[src/rtl/vend_pkg.sv]
// Shared vending-path types: coin codes and price, plus the single-coin encoder.
package vend_pkg;

  typedef enum logic [1:0] {
    COIN_NONE   = 2'b00,
    COIN_NICKEL = 2'b01,
    COIN_DIME   = 2'b10
  } coin_t;

  localparam int unsigned NEWSPAPER_PRICE_CENTS = 15;

  // Code for exactly one coin event this edge; simultaneous or absent events map to none.
  function automatic coin_t coin_code(input logic nickel, input logic dime);
    if (nickel && !dime) return COIN_NICKEL;
    if (dime && !nickel) return COIN_DIME;
    return COIN_NONE;
  endfunction

endpackage

[src/rtl/coin_acceptor_if.sv]
// Sensor/dispense inputs and coin outputs between the slot hardware, acceptor and vending FSM.
interface coin_acceptor_if #(
  parameter int unsigned FIFO_DEPTH = 4
);
  import vend_pkg::*;

  localparam int unsigned PEND_W = $clog2(FIFO_DEPTH) + 1;

  logic              nickel_sense;
  logic              dime_sense;
  logic              newspaper;
  coin_t             coin;
  logic              coin_return;
  logic [PEND_W-1:0] pending;

  modport master (
    output nickel_sense, dime_sense, newspaper,
    input  coin, coin_return, pending
  );

  modport slave (
    input  nickel_sense, dime_sense, newspaper,
    output coin, coin_return, pending
  );

endinterface

[src/rtl/coin_debounce.sv]
// Two-flop synchroniser plus counter debounce for one slot sensor; pulses on a debounced rise.
module coin_debounce #(
  parameter int unsigned DEBOUNCE_CYCLES = 4
) (
  input  logic clock,
  input  logic reset,
  input  logic sense,
  output logic rise_c
);

  localparam int unsigned CNT_W = $clog2(DEBOUNCE_CYCLES);

  logic             sync1;
  logic             sync2;
  logic             stable;
  logic [CNT_W-1:0] cnt;
  logic             differ;
  logic             expire;

  assign differ = (sync2 != stable);
  assign expire = differ && (cnt == CNT_W'(DEBOUNCE_CYCLES - 1));
  assign rise_c = expire && !stable;

  // Synchronise the sensor, then flip the stable level after enough consecutive differing samples.
  always_ff @(posedge clock) begin
    if (reset) begin
      sync1  <= 1'b0;
      sync2  <= 1'b0;
      stable <= 1'b0;
      cnt    <= '0;
    end else begin
      sync1 <= sense;
      sync2 <= sync1;
      if (expire) begin
        stable <= ~stable;
        cnt    <= '0;
      end else if (differ) begin
        cnt <= cnt + CNT_W'(1);
      end else begin
        cnt <= '0;
      end
    end
  end

endmodule

[src/rtl/coin_acceptor.sv]
// Debounces the coin sensors, buffers accepted coins and feeds them one per cycle to the vending FSM.
module coin_acceptor
  import vend_pkg::*;
#(
  parameter int unsigned DEBOUNCE_CYCLES = 4,
  parameter int unsigned FIFO_DEPTH      = 4
) (
  input  logic            clock,
  input  logic            reset,
  coin_acceptor_if.slave  bus
);

  localparam int unsigned IDX_W = $clog2(FIFO_DEPTH);
  localparam int unsigned PTR_W = IDX_W + 1;

  coin_t            fifo_mem [FIFO_DEPTH];
  logic [PTR_W-1:0] wr_ptr;
  logic [PTR_W-1:0] rd_ptr;
  logic [PTR_W-1:0] count;
  logic             nickel_rise_c;
  logic             dime_rise_c;
  logic             empty;
  logic             pop;
  logic             full_after_pop;
  logic             push;
  logic             reject;
  coin_t            event_code;
  coin_t            head;

  coin_debounce #(.DEBOUNCE_CYCLES(DEBOUNCE_CYCLES)) u_nickel_db (
    .clock  (clock),
    .reset  (reset),
    .sense  (bus.nickel_sense),
    .rise_c (nickel_rise_c)
  );

  coin_debounce #(.DEBOUNCE_CYCLES(DEBOUNCE_CYCLES)) u_dime_db (
    .clock  (clock),
    .reset  (reset),
    .sense  (bus.dime_sense),
    .rise_c (dime_rise_c)
  );

  // Occupancy, issue gating and accept/reject decision; full is judged after this edge's pop.
  assign count          = wr_ptr - rd_ptr;
  assign empty          = (count == '0);
  assign head           = fifo_mem[rd_ptr[IDX_W-1:0]];
  assign pop            = !empty && !bus.newspaper;
  assign full_after_pop = ((count - PTR_W'(pop)) == PTR_W'(FIFO_DEPTH));
  assign event_code     = coin_code(nickel_rise_c, dime_rise_c);
  assign push           = (event_code != COIN_NONE) && !full_after_pop;
  assign reject         = (nickel_rise_c && dime_rise_c) ||
                          ((event_code != COIN_NONE) && full_after_pop);

  assign bus.coin    = pop ? head : COIN_NONE;
  assign bus.pending = count;

  // FIFO pointers and the one-cycle reject pulse.
  always_ff @(posedge clock) begin
    if (reset) begin
      wr_ptr          <= '0;
      rd_ptr          <= '0;
      bus.coin_return <= 1'b0;
    end else begin
      if (push) wr_ptr <= wr_ptr + PTR_W'(1);
      if (pop)  rd_ptr <= rd_ptr + PTR_W'(1);
      bus.coin_return <= reject;
    end
  end

  // Coin storage; contents are only read while the FIFO is non-empty.
  always_ff @(posedge clock) begin
    if (push) fifo_mem[wr_ptr[IDX_W-1:0]] <= event_code;
  end

endmodule

[src/flat_wrapper.sv]
// flat-port wrapper written by rule: the top's interface ports become plain ports
module coin_acceptor_flat import vend_pkg::*;
#(
  parameter int unsigned DEBOUNCE_CYCLES = 4,
  parameter int unsigned FIFO_DEPTH      = 4
)
  (clock, reset, bus_nickel_sense, bus_dime_sense, bus_newspaper, bus_coin, bus_coin_return, bus_pending);
  coin_acceptor_if #(.FIFO_DEPTH(FIFO_DEPTH)) bus_i ();
  input  logic clock;
  input  logic reset;
  input wire logic [$bits(bus_i.nickel_sense)-1:0] bus_nickel_sense;
  input wire logic [$bits(bus_i.dime_sense)-1:0] bus_dime_sense;
  input wire logic [$bits(bus_i.newspaper)-1:0] bus_newspaper;
  output wire logic [$bits(bus_i.coin)-1:0] bus_coin;
  output wire logic [$bits(bus_i.coin_return)-1:0] bus_coin_return;
  output wire logic [$bits(bus_i.pending)-1:0] bus_pending;
  assign bus_i.nickel_sense = bus_nickel_sense;
  assign bus_i.dime_sense = bus_dime_sense;
  assign bus_i.newspaper = bus_newspaper;
  assign bus_coin = bus_i.coin;
  assign bus_coin_return = bus_i.coin_return;
  assign bus_pending = bus_i.pending;
  coin_acceptor #(.DEBOUNCE_CYCLES(DEBOUNCE_CYCLES), .FIFO_DEPTH(FIFO_DEPTH)) u_core (.clock(clock), .reset(reset), .bus(bus_i));
endmodule
[config.mk]
export PLATFORM = sky130hd
export DESIGN_NAME = coin_acceptor_flat
export DESIGN_NICKNAME = d
export VERILOG_FILES = /design/src/rtl/vend_pkg.sv /design/src/rtl/coin_acceptor_if.sv /design/src/rtl/coin_debounce.sv /design/src/rtl/coin_acceptor.sv /design/src/flat_wrapper.sv
export SDC_FILE = /design/constraint.sdc
export NUM_CORES = 1
export LEC_CHECK = 0
export CORE_ASPECT_RATIO = 1.2
export CORE_MARGIN = 4
export CORE_UTILIZATION = 35
export CTS_BUF_LIST = sky130_fd_sc_hd__clkbuf_8
export DETAILED_ROUTE_END_ITERATION = 7
export PLACE_DENSITY_LB_ADDON = 0.12
export SKIP_CTS_REPAIR_TIMING = 1
export SLEW_MARGIN = 20
export SYNTH_ARGS = -nofsm -noshare
export SYNTH_HDL_FRONTEND = slang
export SYNTH_HIERARCHICAL = 1
export SYNTH_SLANG_ARGS = --single-unit
[constraint.sdc]
create_clock -name clock -period 4.4 [get_ports clock]
set_input_delay 0.66 -clock clock [delete_from_list [all_inputs] [get_ports clock]]
set_output_delay 0.66 -clock clock [all_outputs]
set_load 0.01 [all_outputs]
# Yosys cells after proc, flatten, opt, wreduce, memory -nomap -nowiden
# Memory sizes are Yosys's and may differ from the RTL's. A register that Yosys moved wholly into a read port is not among the register bits.
# Cells that the tools add are included.
[word_totals] regBits=17 latchBits=0 mem_bits_rw=8 romBits=0 input_bits=5 out_inout_bits=6 word_cells=61 memories=1
[memory_table] name="u_core.fifo_mem" words=4 width=2 rd=1 rd_clocked_by_memory_dff=1 write_ports=1 line="coin_acceptor.sv:16" text="coin_t fifo_mem [FIFO_DEPTH];"
[op_classes] add_sub_neg=6 mul=0 div=0 magnitude_cmp=0 n_eq_ne=5 shifts=0 mux=12 bitwise_logic=4 n_reduce_logical=22
[ops] op="2-to-1 mux 2 bit" n=7
[ops] op="logical AND 1 bit" n=10
[ops] op="logical NOT 1 bit" n=7
[ops] op="adder 3 x 1 -> 3 bit, second input constant" n=2
[ops] op="OR reduction 3 bit" n=2
[ops] op="2-to-1 mux 1 bit" n=5
[ops] op="adder 2 x 1 -> 2 bit, second input constant" n=2
[ops] op="equality test 2 bit, second input constant" n=2
[ops] op="inverter 1 bit" n=4
[ops] op="equality test 3 bit, second input constant" n=1
[ops] op="logical NOT 3 bit" n=1
[ops] op="subtractor 3 x 1 -> 3 bit" n=1
[ops] op="subtractor 3 bit" n=1
[ops] op="inequality test 1 bit" n=2
[ops] op="nonzero test 2 bit" n=1
[ops] op="logical OR 1 bit" n=1

# Depth between registers and ports, before layout
# Gate-level depths: netlist (run 1).
[depth] depth_word=13 depth_mapped=10 ltp_nobuf=10

# By module
# The synthesis (run 1) kept the hierarchy.
[modules_own_cells] mod="coin_acceptor" instances=1 cells_each=78 area_each_um2=963.4 seq_area_each_um2=420.4
[modules_own_cells] mod="coin_debounce" instances=2 cells_each=15 area_each_um2=173.9 seq_area_each_um2=100.1

# Least setup slack after synthesis (run 1)
# OpenSTA, ideal clock, no wires.
[synth_path] path_kind="flip-flop to flip-flop" startpoint="reg u_core.wr_ptr[0]" endpoint="mem u_core/fifo_mem[0][0] (netlist name) (enable)" setup_time_ns=0.298 arrival_time_ns=2.798 t_required_ns=4.102 path_slack_ns=1.304 path_stages_with_launch=11 n_path_buf=0 period_less_slack_ns=3.096 path_cell_list="dfxtp_1 -> inv_1 -> ha_1 -> fa_1 -> xnor3_1 -> a31oi_4 -> ha_1 -> and2_0 -> and4bb_1 -> a211oi_4 -> and2_1"
[synth_via] elab_chain_cells=10
[synth_rtl] item="start, declared" line="coin_acceptor.sv:17" text="logic [PTR_W-1:0] wr_ptr;"
[synth_rtl] item="start signal, assigned" line="coin_acceptor.sv:65" text="if (push) wr_ptr <= wr_ptr + PTR_W'(1);"
[synth_rtl] item="subtractor 3 bit" line="coin_acceptor.sv:45" text="assign count = wr_ptr - rd_ptr;"
[synth_rtl] item="logical NOT 3 bit" line="coin_acceptor.sv:46" text="assign empty = (count == '0);"
[synth_rtl] item="logical NOT 1 bit" line="coin_acceptor.sv:48" text="assign pop = !empty && !bus.newspaper;"
[synth_rtl] item="logical AND 1 bit" line="coin_acceptor.sv:48"
[synth_rtl] item="via u_core.pop" line="coin_acceptor.sv:23" text="logic pop;"
[synth_rtl] item="subtractor 3 x 1 -> 3 bit" line="coin_acceptor.sv:49" text="assign full_after_pop = ((count - PTR_W'(pop)) == PTR_W'(FIFO_DEPTH));"
[synth_rtl] item="equality test 3 bit" line="coin_acceptor.sv:49"
[synth_rtl] item="logical NOT 1 bit" line="coin_acceptor.sv:51" text="assign push = (event_code != COIN_NONE) && !full_after_pop;"
[synth_rtl] item="logical AND 1 bit" line="coin_acceptor.sv:51"
[synth_rtl] item="2-to-1 mux 1 bit" line="coin_acceptor.sv:73" text="if (push) fifo_mem[wr_ptr[IDX_W-1:0]] <= event_code;"
[synth_rtl] item="2-to-1 mux 1 bit (implied by the code)" line="coin_acceptor.sv:73"
[synth_rtl] item="end, declared" line="coin_acceptor.sv:16"
# The timed path passes the listed nets, and every way through them passes these cells.

# Worst setup path in the final report (run 1)
[layout_path] startpoint="reg u_core.wr_ptr[0]" endpoint="out bus_coin[0]"
[layout_via] elab_chain_cells=5
[layout_rtl] item="subtractor 3 bit" line="coin_acceptor.sv:45"
[layout_rtl] item="logical NOT 3 bit" line="coin_acceptor.sv:46"
[layout_rtl] item="logical NOT 1 bit" line="coin_acceptor.sv:48"
[layout_rtl] item="logical AND 1 bit" line="coin_acceptor.sv:48"
[layout_rtl] item="via u_core.pop" line="coin_acceptor.sv:23"
[layout_rtl] item="2-to-1 mux 2 bit" line="coin_acceptor.sv:55" text="assign bus.coin = pop ? head : COIN_NONE;"
[layout_rtl] item="end, declared" line="flat_wrapper.sv:14" text="output wire logic [$bits(bus_i.coin)-1:0] bus_coin;"
# The timed path passes the listed nets, and every way through them passes these cells.

==> results_tabular.tex, run 1 <==
\begin{tabular}{lr}
\hline
Metric & Value \\
\hline
\multicolumn{2}{l}{\textbf{Synthesis}} \\
Combined area of all synthesized cells & 1310 um\^{}2 \\
Synth Net Count & 126 \\
Adder-cell share of the synthesized area & 13.0\% \\
Compound-gate portion of the synthesized area & 6.39\% \\
Cells after synthesis & 108 \\
Simple-gate portion of the synthesized area & 16.2\% \\
Cell type contributing the most total cell area after synthesis & dfxtp\_1 \\
Synthesis-stage register bit count & 27 \\
Sequential area share after synthesis & 47.3\% \\
Number of warnings issued by yosys & 6 \\
Post-synthesis share of cell area spent on xor and xnor gates & 6.97\% \\
Cells taking the most area after synthesis & dfxtp\_1 29\%, edfxtp\_1 18\%, ha\_1 11\%, xnor2\_1 4.0\%, mux4\_2 3.4\% \\
Yosys top cell area share & 29.0\% \\
Syn\_area\_per\_cell & 12.1 um\^{}2 \\
Multiplexer fraction of the synthesized cell area & 7.25\% \\
Netlist cell types & 30 \\
Combinational family with the most area after synthesis & simple AND/OR/NAND/NOR gates \\
\multicolumn{2}{l}{\textbf{CTS}} \\
Number of CTS-inserted buffers & 3 \\
Clk sink count & 27 \\
Clock latency at the later pin of the worst-skew pair & 270 ps \\
\# H-tree levels & 1 \\
TritonCTS clock tree & done \\
Clock root buffer & clkbuf\_8 \\
Maximum buffer depth of the clock tree & 2 \\
Clk pin slew, worst setup/hold paths & 90 ps \\
\multicolumn{2}{l}{\textbf{Timing}} \\
Post-route clock period utilization & 75.7\% \\
Final Hold Vio Count & 0 \\
Final count of negative-setup-slack endpoints & 0 \\
Post-route minimum period & 3330 ps \\
Setup total negative slack & 0 ps \\
Final Skew & 3.64 ps \\
Number of slew-limit violations in the final report & 0 \\
Max-slew headroom & 52.0\% \\
RSZ-0062 raised after global routing & false \\
Max Fclk & 0.300 GHz \\
Actual transition at the worst max-transition pin & 718 ps \\
\multicolumn{2}{l}{\textbf{Finish}} \\
Diode count & 0 \\
Commonest cells after routing, fill and taps aside & 19 x dfxtp\_1, 12 x ha\_1, 10 x clkdlybuf4s50\_1 \\
Share of layout cells above drive strength 1 & 10.7\% \\
Area growth, synth to finish & 15.8\% \\
Total Nets Final & 140 \\
Leading cell type in the layout, fill and taps excluded & dfxtp\_1 \\
Final core utilization & 41.8\% \\
\multicolumn{2}{l}{\textbf{Setup path}} \\
Delay of the slowest cell on the worst path & 530 ps \\
Critical Path End Type & output port \\
Slowest library cell on the worst path & clkdlybuf4s50\_1 \\
WS Path Type & reg -> out \\
Data required time at the worst endpoint & 3740 ps \\
Count of buffer and inverter cells on the critical path & 2 \\
Type of origin of the critical path & register \\
Family with the most delay on the worst path & buffers and inverters \\
End point of the critical path & bus\_coin[0] \\
Launch point of the worst path & u\_core/wr\_ptr[0]\$\_SDFFE\_PP0P\_ \\
Cell-by-cell trace of the critical path & inv\_1, ha\_1, fa\_1, xnor3\_1, a31oi\_4, and2\_1, clkdlybuf4s50\_1 \\
Critical Path Stages & 7 \\
Register-to-register setup slack & 1080 ps \\
End of the worst register-to-register path & u\_core/fifo\_mem[2][1]\$\_DFFE\_PP\_ \\
Top fanout value on the critical path & 7 \\
Launching point of the worst reg2reg path & u\_core/wr\_ptr[0]\$\_SDFFE\_PP0P\_ \\
Crit path DAT & 2670 ps \\
Cell depth of the worst flop-to-flop path & 10 \\
\multicolumn{2}{l}{\textbf{Pwr}} \\
Areal power density over the cells & 420 nW/um\^{}2 \\
Worst IR Drop VDD & 178 uV \\
Fraction of power consumed by the clock network & 21.7\% \\
Switch share & 30.9\% \\
Power dissipated by switching net loads & 0.197 mW \\
Static leakage & 0.583 nW \\
Comb power frac & 34.8\% \\
Internal power consumption & 0.441 mW \\
Part of the total power dissipated in sequential elements & 43.5\% \\
\multicolumn{2}{l}{\textbf{Global route}} \\
Total overflow reported by the global router & 0 \\
GRT Overall Usage & 9.67\% \\
Initial antenna violation count & 0 \\
Global-route wire length before repair & 3500 um \\
Maximum number of pins on one net before global-route repair & 21 \\
Vias in the first global route & 767 \\
\multicolumn{2}{l}{\textbf{Floorplanning}} \\
Die extent in y & 75.1 um \\
Die width & 63.9 um \\
Initial Util & 36.1\% \\
I/O pins & 11 \\
Core box area & 3630 um\^{}2 \\
Die area & 4790 um\^{}2 \\
Number of standard-cell rows in the floorplan & 24 \\
\multicolumn{2}{l}{\textbf{Detailed routing}} \\
Initial DRC Count & 13 \\
Mean routed wirelength per cell & 11.4 um \\
Total number of vias & 753 \\
DRC errors left & 0 \\
First-pass detailed-route iteration total & 4 \\
Antenna-violating nets left & 0 \\
Sum of routed wire length over all layers & 1980 um \\
Average vias per placed instance & 4.35 \\
\multicolumn{2}{l}{\textbf{Run status}} \\
Outcome & completed \\
\multicolumn{2}{l}{\textbf{Placement}} \\
Detailed-placement wirelength estimate & 1550 um \\
Placer's final routability congestion estimate & 0.749 \\
Total of buffers placed on input and output ports & 10 \\
\multicolumn{2}{l}{\textbf{Hold path}} \\
Cell count of the worst hold path & 1 \\
Worst hold-check path type & reg -> reg \\
\multicolumn{2}{l}{\textbf{Run}} \\
Max\_cap viols & 0 \\
\hline
\end{tabular}
-- sequential cells by signal (all words and copies together), names as in the netlist, 2 cells and up, named ones only --
register / flops
u_core/u_nickel_db/cnt: 2
u_core/wr_ptr: 3
u_core/fifo_mem: 8
u_core/rd_ptr: 3
u_core/u_dime_db/cnt: 2
-- power groups by stage --
stage	clock network (mW)	registers (mW)	logic [mW]
floorplan	0	0.281	0.166
global placement	0	0.283	0.221
detailed placement	0	0.284	0.224
CTS	0.144	0.278	0.226
global route	0.156	0.280	0.246
finish	0.138	0.277	0.222
-- kinds of logic (layout without fill, tap and decap cells) --
| kind of cell | count (synthesis) | after routing |
|---|---|---|
| AO/OA/AOI/OAI | 9 | 9 |
| AND/OR/NAND/NOR | 35 | 35 |
| buffers and inverters | 10 | 23 |
| adder cells (fa/ha/maj) | 13 | 13 |
| multiplexers | 6 | 6 |
| flip-flops | 27 | 27 |
| XOR/XNOR | 8 | 8 |
-- worst reg2reg max path, stage by stage (launching register included) --
cell and delay, ps:
dfxtp_1 390, inv_1 110, ha_1 210, fa_1 430, xnor3_1 260, a31oi_4 310
ha_1 280, and2_0 250, and4bb_1 290, a211oi_4 310, and2_1 210
-- layer usage --
metal / track usage, % / wire length [um]
met5: 0 / 0
met4: 5.04 / 28
met3: 2.54 / 51
met2: 16.5 / 984
met1: 11.2 / 911
-- synthesized netlist by cell type --
cell,instances
dfxtp_1,19
ha_1,12
inv_1,9
nor2_1,9
edfxtp_1,8
xnor2_1,6
and2_1,5
nand2b_1,5
nor2b_1,5
a21oi_1,4
mux2_4,2
mux2i_1,2
mux4_2,2
nand2_1,2
nor4_1,2
nor4b_2,2
a211oi_4,1
a21o_1,1
a221oi_1,1
a31oi_1,1
a31oi_4,1
and2_0,1
and3_1,1
and4bb_1,1
buf_1,1
fa_1,1
nand3_1,1
nor3_1,1
xnor3_1,1
xor2_2,1
-- through the flow --
stage	instance area, um^2	cells	setup slack [ps]	power (mW)	hold slack [ps]
finish	1520	173	1070	0.638	428
global route	1520	173	874	0.682	467
CTS	1520	173	1030	0.648	434
detailed placement	1470	169	1050	0.508	421
global placement	1470	169	1130	0.504	413
floorplan	1310	108	1300	0.447	405
-- layout make-up --
type	count	area (um^2)
fill	348	2110
multi-input combinational	71	653
sequential	27	621
timing repair buffer	10	100
tap	52	65.1
clock buffer	3	41.3
inverter	9	33.8
clock inverter	1	5.00
-- how the worst min path moves through the flow --
stage / slack, ps / startpoint / end
after floorplan: 400 / u_core/u_dime_db/cnt[0]$_SDFF_PP0_ / u_core/u_dime_db/cnt[0]$_SDFF_PP0_
after global placement: 410 / u_core/u_dime_db/cnt[0]$_SDFF_PP0_ / u_core/u_dime_db/cnt[0]$_SDFF_PP0_
after detailed placement: 420 / u_core/u_nickel_db/cnt[0]$_SDFF_PP0_ / u_core/u_nickel_db/cnt[0]$_SDFF_PP0_
after CTS: 430 / u_core/u_nickel_db/cnt[0]$_SDFF_PP0_ / u_core/u_nickel_db/cnt[0]$_SDFF_PP0_
after global routing: 470 / u_core/u_nickel_db/cnt[0]$_SDFF_PP0_ / u_core/u_nickel_db/cnt[0]$_SDFF_PP0_
final: 430 / u_core/u_nickel_db/cnt[0]$_SDFF_PP0_ / u_core/u_nickel_db/cnt[0]$_SDFF_PP0_
Power figures use the tool's default switching activity.
==> inputs of run 2 (changes only) <==
==> constraint.sdc (replaced) <==
create_clock -name clock -period 3 [get_ports clock]
set_input_delay 0.45 -clock clock [delete_from_list [all_inputs] [get_ports clock]]
set_output_delay 0.45 -clock clock [all_outputs]
set_load 0.01 [all_outputs]
==> run 2 against run 1 <==
Effect of this change: hold slack improved by 6.7 ps; final area up 4.5%; critical path depth rose by 3; worst setup slack worse by 910 ps; largest cell class unchanged.
==> results_tabular.tex, run 2 (synthesis results as in run 1) <==
\begin{tabular}{lr}
\hline
Metric & Value \\
\hline
\multicolumn{2}{l}{\textbf{Run status}} \\
Outcome & completed \\
\multicolumn{2}{l}{\textbf{Placement}} \\
Detailed-placement wirelength estimate & 1650 um (+6.1\%) \\
Total of buffers placed on input and output ports & 10 (unchanged) \\
Area after DPL & 1510 um\^{}2 (+2.5\%) \\
Placer's final routability congestion estimate & 0.682 (-9.0\%) \\
Placed cell count & 174 (+3.0\%) \\
\multicolumn{2}{l}{\textbf{Setup path}} \\
Count of buffer and inverter cells on the critical path & 1 (-1) \\
Delay of the slowest cell on the worst path & 370 ps (-160 ps) \\
Critical Path End Type & register \\
Cell-by-cell trace of the critical path & inv\_1, ha\_1, fa\_2, xnor3\_2, a31oi\_4, ha\_4, xnor2\_1, mux2\_4, a211oi\_4, and2\_4 \\
Data required time at the worst endpoint & 2990 ps (-750 ps) \\
Slowest library cell on the worst path & fa\_2 \\
Type of origin of the critical path & register \\
Crit path DAT & 2830 ps (+160 ps) \\
Top fanout value on the critical path & 5 (-2) \\
WS Path Type & reg -> reg \\
Family with the most delay on the worst path & adder cells \\
\multicolumn{2}{l}{\textbf{CTS}} \\
\# H-tree levels & 1 (unchanged) \\
Clk sink count & 27 (unchanged) \\
Clk pin slew, worst setup/hold paths & 80 ps (about the same) \\
Number of CTS-inserted buffers & 3 (unchanged) \\
Maximum buffer depth of the clock tree & 2 (unchanged) \\
TritonCTS clock tree & done \\
Clock root buffer & clkbuf\_8 \\
Clock latency at the later pin of the worst-skew pair & 260 ps (about the same) \\
\multicolumn{2}{l}{\textbf{Timing}} \\
Setup total negative slack & 0 ps (unchanged) \\
Final Skew & 2.05 ps (-1.58 ps) \\
Max Fclk & 0.353 GHz \\
Actual transition at the worst max-transition pin & 718 ps (-0.841 ps) \\
Max-slew headroom & 52.0\% (+0.056 points) \\
Final Hold Vio Count & 0 (unchanged) \\
Post-route minimum period & 2840 ps \\
Final count of negative-setup-slack endpoints & 0 (unchanged) \\
RSZ-0062 raised after global routing & false \\
Number of slew-limit violations in the final report & 0 (unchanged) \\
Worst Hold Margin & 435 ps (+6.67 ps) \\
Post-route clock period utilization & 94.6\% \\
\multicolumn{2}{l}{\textbf{Global route}} \\
Global-route wire length before repair & 3460 um (-1.0\%) \\
Vias in the first global route & 812 (+5.9\%) \\
Total overflow reported by the global router & 0 (unchanged) \\
GRT Overall Usage & 9.43\% (-0.24 points) \\
Initial antenna violation count & 0 (unchanged) \\
Maximum number of pins on one net before global-route repair & 21 (unchanged) \\
\multicolumn{2}{l}{\textbf{Pwr}} \\
Part of the total power dissipated in sequential elements & 41.2\% (-2.3 points) \\
Power dissipated by switching net loads & 0.299 mW (+51\%) \\
Switch share & 30.2\% (-0.75 points) \\
Fraction of power consumed by the clock network & 19.7\% (-2.0 points) \\
Static leakage & 0.643 nW (+10\%) \\
Worst IR Drop VDD & 267 uV (+50\%) \\
Areal power density over the cells & 623 nW/um\^{}2 (+48\%) \\
Comb power frac & 39.1\% (+4.3 points) \\
Internal power consumption & 0.691 mW (+57\%) \\
\multicolumn{2}{l}{\textbf{Finish}} \\
Final core utilization & 43.7\% (+1.9 points) \\
Commonest cells after routing, fill and taps aside & 19 x dfxtp\_1, 11 x ha\_1, 10 x inv\_1 \\
Flip-flop count of the largest register, all copies and words added & 8 (unchanged) \\
Total Nets Final & 145 (+3.6\%) \\
Diode count & 0 (unchanged) \\
Share of layout cells above drive strength 1 & 18.3\% (+7.5 points) \\
Fillcell total & 370 (+6.3\%) \\
Number of standard cells in the final layout excluding fillers & 178 (+2.9\%) \\
Leading cell type in the layout, fill and taps excluded & dfxtp\_1 \\
Area growth, synth to finish & 21.1\% \\
Layout Cell Area excl Fill & 1590 um\^{}2 (+4.5\%) \\
\multicolumn{2}{l}{\textbf{Run}} \\
Max\_cap viols & 0 (unchanged) \\
\multicolumn{2}{l}{\textbf{Detailed routing}} \\
Antenna-violating nets left & 0 (unchanged) \\
Initial DRC Count & 25 (+12) \\
Sum of routed wire length over all layers & 2030 um (+2.6\%) \\
Total number of vias & 800 (+6.2\%) \\
DRC errors left & 0 (unchanged) \\
Mean routed wirelength per cell & 11.4 um (-0.25\%) \\
First-pass detailed-route iteration total & 3 (-1) \\
Average vias per placed instance & 4.49 (+3.3\%) \\
\multicolumn{2}{l}{\textbf{Floorplanning}} \\
Die extent in y & 75.1 um (unchanged) \\
Initial Util & 36.1\% (unchanged) \\
Number of standard-cell rows in the floorplan & 24 (unchanged) \\
Core box area & 3630 um\^{}2 (unchanged) \\
Die area & 4790 um\^{}2 (unchanged) \\
Die width & 63.9 um (unchanged) \\
I/O pins & 11 (unchanged) \\
\multicolumn{2}{l}{\textbf{Hold path}} \\
Worst hold-check path type & reg -> reg \\
\hline
\end{tabular}
## run 2: changes by cell type in the layout (fill, tap and decap cells not counted), moves of 2 or more
cell             previous run  this run
and2_1                      5         3
buf_4                       0         4
and2_4                      0         3
dlymetal6s2s_1              0         2
clkdlybuf4s50_1            10         8
## run 2: power by group through the flow
stage	clock network (mW)	logic, mW	registers, mW
after floorplan	0	0.244	0.412
after global placement	0	0.356	0.416
after detailed placement	0	0.363	0.417
after CTS	0.206	0.365	0.408
after global routing	0.225	0.433	0.411
final	0.195	0.387	0.408
## run 2: final cells by class
type                    instances  area, um^2  area share, %
repair buffers                 15         146           9.22
well taps                      52        65.1           4.10
inverters                       9        33.8           2.13
clock buffers                   3        41.3           2.60
multi-input cells              71         677           42.6
flip-flops and latches         27         621           39.1
clock inverters                 1        3.75          0.236
## run 2: through the flow
step                      setup WS [ps]  power [mW]
after global placement             71.3       0.773
after detailed placement           1.11       0.780
after floorplan                    33.5       0.656
after global routing               30.5        1.07
after CTS                         -14.9       0.980
final                               163       0.990
## run 2: worst paths after layout
kind / cells after the start / endpoint / slack [ps] / startpoint
max: 10 / u_core/fifo_mem[0][0]$_DFFE_PP_ / 160 / u_core/wr_ptr[0]$_SDFFE_PP0P_
min: 1 / u_core/u_dime_db/cnt[0]$_SDFF_PP0_ / 430 / u_core/u_dime_db/cnt[0]$_SDFF_PP0_
min reg2reg: 1 / u_core/u_dime_db/cnt[0]$_SDFF_PP0_ / 430 / u_core/u_dime_db/cnt[0]$_SDFF_PP0_
max reg2reg: 10 / u_core/fifo_mem[0][0]$_DFFE_PP_ / 160 / u_core/wr_ptr[0]$_SDFFE_PP0P_
## run 2: routing by layer
| layer | wire length [um] | share of wire, % | up-vias | GRT usage, % |
|---|---|---|---|---|
| met5 | 0 | 0 | - | 0 |
| met4 | 14 | 0.69 | 0 | 2.88 |
| met3 | 63 | 3.1 | 2 | 2.24 |
| met2 | 1080 | 53 | 9 | 18.0 |
| met1 | 874 | 43 | 388 | 10.3 |
| li1 | - | - | 401 | - |
==> inputs of run 3 (changes only) <==
--- a/config.mk
+++ b/config.mk
@@ -5,8 +5,9 @@
 export SDC_FILE = /design/constraint.sdc
 export NUM_CORES = 1
 export LEC_CHECK = 0
+export ABC_AREA = 1
 export CORE_ASPECT_RATIO = 1.2
-export CORE_MARGIN = 4
+export CORE_MARGIN = 8
 export CORE_UTILIZATION = 35
 export CTS_BUF_LIST = sky130_fd_sc_hd__clkbuf_8
 export DETAILED_ROUTE_END_ITERATION = 7
==> run 3 against run 2 <==
Effect of this change: register-to-register slack better by 90 ps; synthesized cell count is 47% higher; first-iteration DRC count is 20% lower; critical path depth is 7 higher; largest cell class is now flip-flops and latches; highest routed layer unchanged.
==> results_tabular.tex, run 3 <==
\begin{tabular}{lr}
\hline
Metric & Value \\
\hline
\multicolumn{2}{l}{\textbf{Timing}} \\
Post-route minimum period & 2750 ps (-88.3 ps) \\
Max-slew headroom & 67.9\% (+16 points) \\
Max Fclk & 0.364 GHz (+3.2\%) \\
Final count of negative-setup-slack endpoints & 0 (unchanged) \\
RSZ-0062 raised after global routing & false \\
Number of slew-limit violations in the final report & 0 (unchanged) \\
Final Hold Vio Count & 0 (unchanged) \\
Worst Hold Margin & 410 ps (-24.9 ps) \\
Actual transition at the worst max-transition pin & 480 ps (-238 ps) \\
Post-route clock period utilization & 91.6\% (-2.9 points) \\
Final Skew & 4.69 ps (+2.63 ps) \\
\multicolumn{2}{l}{\textbf{Floorplanning}} \\
Initial Util & 36.7\% (+0.66 points) \\
Die extent in y & 83.9 um (+12\%) \\
Core box area & 3660 um\^{}2 (+0.83\%) \\
Number of standard-cell rows in the floorplan & 24 (unchanged) \\
Die width & 72.6 um (+14\%) \\
I/O pins & 11 (unchanged) \\
Die area & 6100 um\^{}2 (+27\%) \\
\multicolumn{2}{l}{\textbf{CTS}} \\
Clock root buffer & clkbuf\_8 \\
Number of CTS-inserted buffers & 3 (unchanged) \\
TritonCTS clock tree & done \\
Clk pin slew, worst setup/hold paths & 90 ps (about the same) \\
Maximum buffer depth of the clock tree & 2 (unchanged) \\
Clk sink count & 27 (unchanged) \\
\# H-tree levels & 1 (unchanged) \\
Clock latency at the later pin of the worst-skew pair & 260 ps (about the same) \\
\multicolumn{2}{l}{\textbf{Placement}} \\
Detailed-placement wirelength estimate & 1710 um (+3.4\%) \\
Placer's final routability congestion estimate & 0.742 (+8.8\%) \\
Area after DPL & 1510 um\^{}2 (about the same) \\
Total of buffers placed on input and output ports & 10 (unchanged) \\
\multicolumn{2}{l}{\textbf{Global route}} \\
Initial antenna violation count & 0 (unchanged) \\
Maximum number of pins on one net before global-route repair & 15 (-29\%) \\
Total overflow reported by the global router & 0 (unchanged) \\
Global-route wire length before repair & 3810 um (+10\%) \\
GRT Overall Usage & 7.67\% (-1.8 points) \\
Vias in the first global route & 948 (+17\%) \\
\multicolumn{2}{l}{\textbf{Pwr}} \\
Part of the total power dissipated in sequential elements & 38.4\% (-2.8 points) \\
Comb power frac & 44.4\% (+5.3 points) \\
Areal power density over the cells & 725 nW/um\^{}2 (+16\%) \\
Fraction of power consumed by the clock network & 17.2\% (-2.5 points) \\
Internal power consumption & 0.717 mW (+3.7\%) \\
Power dissipated by switching net loads & 0.416 mW (+39\%) \\
Static leakage & 0.700 nW (+8.8\%) \\
Switch share & 36.7\% (+6.5 points) \\
Worst IR Drop VDD & 210 uV (-21\%) \\
\multicolumn{2}{l}{\textbf{Finish}} \\
Fillcell total & 386 (+4.3\%) \\
Diode count & 0 (unchanged) \\
Area growth, synth to finish & 16.1\% \\
Layout Cell Area excl Fill & 1560 um\^{}2 (-1.6\%) \\
Flip-flop count of the largest register, all copies and words added & 8 (unchanged) \\
Total Nets Final & 192 (+32\%) \\
Commonest cells after routing, fill and taps aside & 36 x inv\_1, 34 x nor2\_1, 18 x dfxtp\_1 \\
Leading cell type in the layout, fill and taps excluded & inv\_1 \\
Share of layout cells above drive strength 1 & 10.4\% (-7.8 points) \\
\multicolumn{2}{l}{\textbf{Hold path}} \\
Cell count of the worst hold path & 2 (+1) \\
Min-Delay Endpoint & u\_core/u\_dime\_db/sync2\$\_SDFF\_PP0\_ \\
Startpoint of the worst hold path & u\_core/u\_dime\_db/sync1\$\_SDFF\_PP0\_ \\
Worst hold-check path type & reg -> reg \\
\multicolumn{2}{l}{\textbf{Detailed routing}} \\
Met1 wire length & 936 um (+7.1\%) \\
Mean routed wirelength per cell & 9.26 um (-19\%) \\
Initial DRC Count & 20 (-20\%) \\
Sum of routed wire length over all layers & 2080 um (+2.7\%) \\
Antenna-violating nets left & 0 (unchanged) \\
DRC errors left & 0 (unchanged) \\
Met2 routed wirelength & 1060 um (-1.5\%) \\
Uppermost layer routed & met4 \\
Total number of vias & 940 (+18\%) \\
Average vias per placed instance & 4.18 (-7.0\%) \\
First-pass detailed-route iteration total & 4 (+1) \\
Detailed-routed wire length on met3 & 68 um (+7.9\%) \\
\multicolumn{2}{l}{\textbf{Synthesis}} \\
Cell types with the highest counts after synthesis & 35 x inv\_1, 34 x nor2\_1, 19 x dfxtp\_1 \\
Synth Net Count & 177 (+40\%) \\
Number of synthesized flops with an enable pin & 8 (unchanged) \\
Netlist cell types & 18 (-40\%) \\
Combined area of all synthesized cells & 1350 um\^{}2 (+2.7\%) \\
Synthesis-stage register bit count & 27 (unchanged) \\
Cell type contributing the most total cell area after synthesis & dfxtp\_1 \\
FFs w/ async S/R, synth & 0\% (unchanged) \\
Yosys top cell area share & 28.3\% (-0.75 points) \\
Number of warnings issued by yosys & 6 (unchanged) \\
Syn\_area\_per\_cell & 8.47 um\^{}2 (-30\%) \\
Cells taking the most area after synthesis & dfxtp\_1 28\%, edfxtp\_1 18\%, ha\_1 11\%, inv\_1 9.8\%, nor2\_1 9.5\% \\
Most instantiated library cell after synthesis & inv\_1 \\
Most instantiated flip-flop cell in the synthesis netlist & dfxtp\_1 \\
Cells after synthesis & 159 (+47\%) \\
Sequential area share after synthesis & 46.1\% (-1.2 points) \\
\multicolumn{2}{l}{\textbf{Setup path}} \\
Family with the most delay on the worst path & simple AND/OR/NAND/NOR gates \\
WS Path Type & reg -> reg \\
End of the worst register-to-register path & u\_core/fifo\_mem[1][1]\$\_DFFE\_PP\_ \\
Data required time at the worst endpoint & 2960 ps (-30 ps) \\
Most common cell on crit path & nand2\_1 \\
Count of buffer and inverter cells on the critical path & 4 (+3) \\
Type of origin of the critical path & register \\
Register-to-register setup slack & 250 ps (+90 ps) \\
Cell-by-cell trace of the critical path & inv\_1, ha\_1, fa\_1, inv\_1, nand2\_1, nand2\_1, nand2\_2, nand2\_4, nand3\_4, nand2\_4, inv\_4, ha\_1, nand2\_1, inv\_1, nand3\_4, nand2\_1, nor2\_1 \\
Cell depth of the worst flop-to-flop path & 17 (+7) \\
Crit path DAT & 2710 ps (-120 ps) \\
Launching point of the worst reg2reg path & u\_core/wr\_ptr[0]\$\_SDFFE\_PP0P\_ \\
Top fanout value on the critical path & 9 (+4) \\
Delay of the slowest cell on the worst path & 390 ps (+20 ps) \\
Slowest library cell on the worst path & fa\_1 \\
Critical Path End Type & register \\
Launch point of the worst path & u\_core/wr\_ptr[0]\$\_SDFFE\_PP0P\_ \\
\multicolumn{2}{l}{\textbf{Run status}} \\
Outcome & completed \\
\multicolumn{2}{l}{\textbf{Run}} \\
Max\_cap viols & 0 (unchanged) \\
\hline
\end{tabular}
run 3: tightest hold or removal path, delay by kind of cell, from the launching register on:
kind	cells	cell delay, ps
buffers and inverters	1	40
DFF	1	300
and+or+nand+nor	1	30
run 3: power by group through the flow:
stage / sequential, mW / combinational, mW / clock [mW]
floorplan: 0.435 / 0.367 / 0
global placement: 0.444 / 0.516 / 0
detailed placement: 0.444 / 0.516 / 0
CTS: 0.436 / 0.519 / 0.207
global route: 0.442 / 0.568 / 0.228
finish: 0.435 / 0.503 / 0.194
run 3: logic make-up (layout without fill, tap and decap cells):
logic type	count (synthesis)	count (layout)	share of synthesized area [%]
buffers and inverters	36	50	10.2
DFF	27	27	46.1
AOI/OAI and AO/OA	11	11	4.09
and+or+nand+nor	71	71	26.3
adders and majority gates	13	13	12.6
xor gates and xnor gates	1	1	0.651
run 3: per-stage QoR:
step	setup TNS (ps)	utilization, %	cells	worst slack, ps	power [mW]
final	0	42.7	225	252	1.13
after global placement	0	41.3	221	229	0.960
after floorplan	0	-	159	403	0.802
after detailed placement	0	41.3	221	193	0.961
after global routing	0	42.7	225	5.62	1.24
after CTS	-16.8	42.5	225	-16.8	1.16
run 3: layout make-up:
| cell class | instances | area, um^2 | area share, % |
|---|---|---|---|
| Clock buffer | 3 | 41.3 | 2.64 |
| Tap cell | 52 | 65.1 | 4.16 |
| Multi-Input combinational cell | 96 | 588 | 37.6 |
| Clock inverter | 1 | 3.75 | 0.240 |
| Inverter | 36 | 138 | 8.81 |
| Timing Repair Buffer | 10 | 105 | 6.73 |
| Sequential cell | 27 | 622 | 39.8 |
run 3: worst max path at each step:
stage | endpoint | slack (ps) | cells past startpoint
2_1_floorplan | u_core/fifo_mem[0][0]$_DFFE_PP_ | 400 | 17
3_3_place_gp | u_core/fifo_mem[0][0]$_DFFE_PP_ | 230 | 17
3_5_place_dp | u_core/fifo_mem[1][0]$_DFFE_PP_ | 190 | 17
4_1_cts | bus_coin[0] | -20 | 11
5_1_grt | u_core/fifo_mem[1][0]$_DFFE_PP_ | 6 | 17
6_report | u_core/fifo_mem[1][1]$_DFFE_PP_ | 250 | 17
run 3: per-layer routing:
layer,GRT usage [%],vias to the layer above
met5,0,-
li1,-,510
met3,2.16,2
met2,13.4,11
met1,8.25,417
met4,3.28,0
